==> config.mk <==
export PLATFORM = sky130hd
export DESIGN_NAME = spi_controller
export DESIGN_NICKNAME = d
export VERILOG_FILES = /design/src/rtl/spi_controller.sv
export SDC_FILE = /design/constraint.sdc
export NUM_CORES = 1
export LEC_CHECK = 0
export BUFFER_PORTS_ARGS = -buffer_cell sky130_fd_sc_hd__buf_2
export CORE_UTILIZATION = 52
export CTS_BUF_LIST = sky130_fd_sc_hd__clkbuf_4
export DETAILED_ROUTE_END_ITERATION = 8
export PLACE_DENSITY = 0.77
export SLEW_MARGIN = 20
export SYNTH_ARGS = -nofsm -noshare
export SYNTH_HDL_FRONTEND = slang
export SYNTH_SLANG_ARGS = --single-unit
==> constraint.sdc <==
create_clock -name clk -period 1.55 [get_ports clk]
set_input_delay 0.155 -clock clk [delete_from_list [all_inputs] [get_ports clk]]
set_output_delay 0.155 -clock clk [all_outputs]
set_load 0.02 [all_outputs]
==> src/rtl/spi_controller.sv <==
// spi_controller: SPI mode-0 master that sends 16-bit register frames.
// Frame layout, MSB first: {rw, addr[6:0], data[7:0]}.
// Optional read-back: define SPI_CTRL_CIPO_EN to add the CIPO input and the
// rsp_valid/rsp_data response port. When it is not defined, read frames are
// still shifted out, but nothing is captured from the peripheral.
module spi_controller #(
    parameter int SCLK_HALF = 4,
    parameter int CS_SETUP  = 4,
    parameter int CS_HOLD   = 4,
    parameter int CS_GAP    = 4
) (
    input  logic       clk,
    input  logic       rst,
    input  logic       req_valid,
    output logic       req_ready,
    input  logic       req_rw,
    input  logic [6:0] req_addr,
    input  logic [7:0] req_data,
    output logic       done,
    output logic       busy,
    output logic       nCS,
    output logic       SCLK,
`ifdef SPI_CTRL_CIPO_EN
    input  logic       CIPO,
    output logic       rsp_valid,
    output logic [7:0] rsp_data,
`endif
    output logic       COPI
);

    // One shared down-counter serves every timed phase, so it is sized for the
    // longest of them.
    localparam int MAX_A = (SCLK_HALF > CS_SETUP) ? SCLK_HALF : CS_SETUP;
    localparam int MAX_B = (CS_HOLD > CS_GAP) ? CS_HOLD : CS_GAP;
    localparam int MAX_P = (MAX_A > MAX_B) ? MAX_A : MAX_B;
    localparam int CW    = (MAX_P > 1) ? $clog2(MAX_P) : 1;

    localparam logic [CW-1:0] HALF_LD  = CW'(SCLK_HALF - 1);
    localparam logic [CW-1:0] SETUP_LD = CW'(CS_SETUP - 1);
    localparam logic [CW-1:0] HOLD_LD  = CW'(CS_HOLD - 1);
    localparam logic [CW-1:0] GAP_LD   = CW'(CS_GAP - 1);

    typedef enum logic [2:0] {
        IDLE  = 3'd0,
        SETUP = 3'd1,
        SHIFT = 3'd2,
        HOLD  = 3'd3,
        GAP   = 3'd4
    } state_t;

    state_t          state_reg;
    logic [CW-1:0]   cnt_reg;
    logic [3:0]      bit_reg;
    logic [15:0]     shift_reg;
    logic            ncs_reg;
    logic            sclk_reg;
    logic            ready_reg;
    logic            done_reg;
    logic            busy_reg;
    logic            finish_next;
`ifdef SPI_CTRL_CIPO_EN
    logic            rw_reg;
    logic [7:0]      rx_reg;
    logic            rsp_valid_reg;
    logic [7:0]      rsp_data_reg;
`endif

    // done must be high during the last GAP cycle, so it is raised on the
    // edge that enters that cycle (directly from HOLD when the gap is 1 cycle).
    always_comb begin
        finish_next = 1'b0;
        if (state_reg == HOLD && cnt_reg == '0 && CS_GAP == 1)
            finish_next = 1'b1;
        if (state_reg == GAP && cnt_reg == CW'(1))
            finish_next = 1'b1;
    end

    // Frame sequencer: all pin and handshake outputs are registered here.
    always_ff @(posedge clk) begin
        if (rst) begin
            state_reg     <= IDLE;
            cnt_reg       <= '0;
            bit_reg       <= 4'd0;
            shift_reg     <= 16'd0;
            ncs_reg       <= 1'b1;
            sclk_reg      <= 1'b0;
            ready_reg     <= 1'b0;
            done_reg      <= 1'b0;
            busy_reg      <= 1'b0;
`ifdef SPI_CTRL_CIPO_EN
            rw_reg        <= 1'b0;
            rx_reg        <= 8'd0;
            rsp_valid_reg <= 1'b0;
            rsp_data_reg  <= 8'd0;
`endif
        end else begin
            done_reg <= 1'b0;
`ifdef SPI_CTRL_CIPO_EN
            rsp_valid_reg <= 1'b0;
`endif
            case (state_reg)
                IDLE: begin
                    ncs_reg  <= 1'b1;
                    sclk_reg <= 1'b0;
                    busy_reg <= 1'b0;
                    if (req_valid && ready_reg) begin
                        state_reg <= SETUP;
                        ready_reg <= 1'b0;
                        busy_reg  <= 1'b1;
                        ncs_reg   <= 1'b0;
                        shift_reg <= {req_rw, req_addr, req_data};
                        cnt_reg   <= SETUP_LD;
                        bit_reg   <= 4'd15;
`ifdef SPI_CTRL_CIPO_EN
                        rw_reg    <= req_rw;
`endif
                    end else begin
                        ready_reg <= 1'b1;
                    end
                end
                SETUP: begin
                    if (cnt_reg == '0) begin
                        state_reg <= SHIFT;
                        cnt_reg   <= HALF_LD;
                    end else begin
                        cnt_reg <= cnt_reg - 1'b1;
                    end
                end
                SHIFT: begin
                    if (cnt_reg != '0) begin
                        cnt_reg <= cnt_reg - 1'b1;
                    end else if (!sclk_reg) begin
                        sclk_reg <= 1'b1;
                        cnt_reg  <= HALF_LD;
                    end else begin
                        // End of a high phase: SCLK falls and COPI moves on
                        // together, so data is stable around every rise.
                        sclk_reg <= 1'b0;
`ifdef SPI_CTRL_CIPO_EN
                        if (bit_reg < 4'd8)
                            rx_reg <= {rx_reg[6:0], CIPO};
`endif
                        if (bit_reg == 4'd0) begin
                            state_reg <= HOLD;
                            cnt_reg   <= HOLD_LD;
                        end else begin
                            bit_reg   <= bit_reg - 1'b1;
                            shift_reg <= {shift_reg[14:0], 1'b0};
                            cnt_reg   <= HALF_LD;
                        end
                    end
                end
                HOLD: begin
                    if (cnt_reg == '0) begin
                        state_reg <= GAP;
                        ncs_reg   <= 1'b1;
                        shift_reg <= 16'd0;
                        cnt_reg   <= GAP_LD;
                    end else begin
                        cnt_reg <= cnt_reg - 1'b1;
                    end
                end
                GAP: begin
                    if (cnt_reg == '0) begin
                        state_reg <= IDLE;
                        ready_reg <= 1'b1;
                        busy_reg  <= 1'b0;
                    end else begin
                        cnt_reg <= cnt_reg - 1'b1;
                    end
                end
                default: begin
                    state_reg <= IDLE;
                end
            endcase

            if (finish_next) begin
                done_reg <= 1'b1;
`ifdef SPI_CTRL_CIPO_EN
                if (!rw_reg) begin
                    rsp_valid_reg <= 1'b1;
                    rsp_data_reg  <= rx_reg;
                end
`endif
            end
        end
    end

    assign req_ready = ready_reg;
    assign done      = done_reg;
    assign busy      = busy_reg;
    assign nCS       = ncs_reg;
    assign SCLK      = sclk_reg;
    assign COPI      = shift_reg[15];
`ifdef SPI_CTRL_CIPO_EN
    assign rsp_valid = rsp_valid_reg;
    assign rsp_data  = rsp_data_reg;
`endif

endmodule

==> flow_summary_export.csv <==
group,metric,value,unit
run_status,status,"finished with violations",
run_status,failed_checks,"design-rule violations",
floorplan,die_area,3310,sq um
power_and_ir_drop,irDropWorstVdd,777,uV
synthesis,yosys-top-cells-area,"dfxtp_1 (37%), a21oi_1 (11%), a211oi_2 (7.8%), nor2b_1 (5.5%), a211oi_1 (3.3%)",
synthesis,synth_area_per_cell,8.53,sq um
placement,place_hpwl,2.61,mm
synthesis,synth_top_family_by_area,"compound AO/OA/AOI/OAI gates",
power_and_ir_drop,leakagePower,0.000777,uW
power_and_ir_drop,power_density,1130,nW/um^2
global_route,grt_use_total,24.7,%
synthesis,async_reset_ff_share,0,%
sta,slew_headroom,76.4,%
floorplan,core_area,2830,sq um
synthesis,synth_edf_count,0,
drt,drt_iter0_drc,90,
sta,drv_slew,0,
global_route,use_met3,7.03,%
synthesis,syn_nets,210,
placement,gp_congestion,0.936,
synthesis,yosys_most_used_dff,"dfxtp_1",
floorplan,die-width,57.5,um
clocking,h-tree-depth,2,
sta,setup_viol,0,
global_route,grt_pass1_vias,1379,
drt,ant_nets,0,
global_route,grtUsageMet1,28.9,%
drt,dr.pass1.iters,6,
finish,n_antenna_cell,0,
drt,vias_per_cell,6.09,
setup_path,crit_path_end_kind,"flip-flop",
sta,fin_skew,8.25,ps
finish,layout.nets,245,
power_and_ir_drop,combinationalPowerShare,37.2,%
sta,tightestPinTransition,345,ps
clocking,clockRootBuffer,"clkbuf_4",
sta,period_needed,1550,ps
clocking,tritoncts,"done",
clocking,cts_sinks,30,
sta,rsz0062_at_grt,"true",
min_path,hold_path_class,"in2reg",
synthesis,synthXorXnorAreaFrac,1.09,%
synthesis,synth_seq_cells,30,
drt,drc,4,
power_and_ir_drop,intPower,1420,uW
synthesis,ys_warn_count,0,
setup_path,critPathLaunchType,"flip-flop",
clocking,cts_hold_buf,0,
global_route,grt_pass1_wl,6.19,mm
placement,io_buffers,24,
global_route,grt_max_degree,27,
synthesis,yosysTopAreaCellShare,37.5,%
synthesis,synth_compound_area_share,30.2,%
power_and_ir_drop,p_sw,831,uW
drt,via_count,1548,
power_and_ir_drop,clockPowerShare,19.7,%
finish,largest_register_ffs,16,
floorplan,rows,19,
power_and_ir_drop,switching_share,37.0,%
sta,max_freq,646,MHz
sta,final-hold-violation-count,0,
clocking,clockBufferDepth,2,
setup_path,path_class,"reg2reg",
placement,place_ws,11.8,ps
synthesis,synth.area.mux_share,0.625,%
run,cap_violations,0,
clocking,path_clk_slew,100,ps
synthesis,synth-simple-area-share,20.5,%
drt,wl,3.97,mm
finish,stdcell_count,254,
finish,syn2layout_area_growth,24.5,%
placement,dp.cells,243,
drt,wl_per_cell,15.6,um
synthesis,synthAdderAreaFrac,2.34,%
setup_path,arrival,1810,ps
floorplan,die_h,57.5,um
global_route,antenna_found_initial,0,
synthesis,syn_inst,188,
global_route,grt_overflow,0,
clocking,cts_inserted_buffers,5,
sta,period_share,99.9,%
synthesis,seq_area_frac_synth,37.5,%
floorplan,io_pins,25,
finish,final_core_util,70.5,%
sta,setup_ws,1.24,ps
clocking,clk_latency,340,ps
setup_path,critical_path.max_fanout,8,
global_route,use_met2,40.2,%
finish,drive_gt1_share,36.3,%
power_and_ir_drop,seqPwrFrac,43.1,%
synthesis,synth_cell_type_count,41,
synthesis,synth_area,1600,sq um
floorplan,initial_core_util,56.7,%
setup_path,cp.required,1810,ps
synthesis,yosysTopAreaCell,"dfxtp_1",
global_route,gr-max-usage-layer,"met2",
[cell usage in the layout (no fill, tap or decap), types with 2 or more instances in the layout]
cell type	netlist	layout
a211oi_1	7	4
a211oi_2	10	13
a21oi_1	36	35
and2_1	3	2
and2_4	0	2
buf_2	6	24
buf_4	1	14
clkbuf_4	0	5
clkinv_2	0	2
dfxtp_1	30	25
dfxtp_2	0	5
ha_4	0	2
inv_1	9	5
inv_2	0	4
nand2_1	8	8
nand3_4	0	2
nor2_1	8	8
nor2b_1	14	14
nor3_1	9	9
nor4_1	3	3
o21ai_0	8	8
or2_1	2	2
[synth_stat cells (2+ instances only)]
library cell  instances
inv_1                 9
and2_1                3
a21oi_1              36
or2_1                 2
dfxtp_1              30
a211oi_1              7
nor3_1                9
clkbuf_1              4
ha_1                  3
a211oi_2             10
nand2_1               8
nor2_1                8
nand3_1               2
buf_1                 2
nor2b_1              14
o21ai_0               8
a2111oi_0             2
buf_2                 6
nor4_1                3
[layout make-up]
| type | instances | area (sq um) |
|---|---|---|
| Inverter | 9 | 33.8 |
| Timing Repair Buffer | 42 | 297 |
| Tap cell | 31 | 38.8 |
| Sequential cell | 30 | 607 |
| Clock buffer | 5 | 37.5 |
| Fill cell | 220 | 833 |
| Multi-Input combinational cell | 135 | 972 |
| Clock inverter | 2 | 10.0 |
[per-stage QoR]
stage	hold WS [ps]	TNS [ps]	total power [uW]	cell area (sq um)
after floorplan	306	-530	1550	1680
after global placement	419	0	1720	1860
after detailed placement	421	0	1750	1860
after CTS	57.2	0	2190	1920
after global routing	55.4	-225	2380	2000
final	59.0	0	2250	2000
[worst max-delay path, cell delays in order, from the launching register on]
cell and delay (ps):
dfxtp_2 330, inv_2 70, ha_4 130, nor3b_4 270, o221ai_4 190, and2_4 230, a211oi_2 250
[worst paths after layout]
kind	startpoint	endpoint	slack, ps	cells after the start
worst max-delay path	bit_reg[0]$_SDFFE_PP0P_	shift_reg[6]$_SDFFE_PP0P_	1	6
worst max register to register	bit_reg[0]$_SDFFE_PP0P_	shift_reg[6]$_SDFFE_PP0P_	1	6
worst min-delay path	req_data[0]	shift_reg[0]$_SDFFE_PP0P_	60	3
worst min register to register	shift_reg[0]$_SDFFE_PP0P_	shift_reg[0]$_SDFFE_PP0P_	480	2
[kinds of logic after synthesis]
family | Yosys count
compound gates | 71
simple gates | 57
flops | 30
buf+inv | 24
fa+ha+maj | 3
xor+xnor | 2
mux | 1
[power by group through the flow]
stage,registers [uW],logic (uW),clock network (uW)
after floorplan,973,579,0
after global placement,976,745,0
after detailed placement,979,768,0
after CTS,963,777,448
after global routing,980,920,475
final,969,837,443
[timing repair]
| item | 4_1_cts | 5_1_grt |
|---|---|---|
| pin swaps | 0 | 18 |
| cloned | 0 | 2 |
| hold endpoints to repair | 0 | 0 |
| buffers inserted | 0 | 2 |
| gates resized for setup | 2 | 10 |
| endpoints found under the setup margin | 2 | 20 |
[routing by layer]
| metal | wire length [um] | up-vias |
|---|---|---|
| met5 | 0 | - |
| met1 | 1650 | 727 |
| met2 | 2000 | 60 |
| li1 | - | 751 |
| met3 | 213 | 10 |
| met4 | 104 | 0 |
Power figures use the tool's default switching activity.
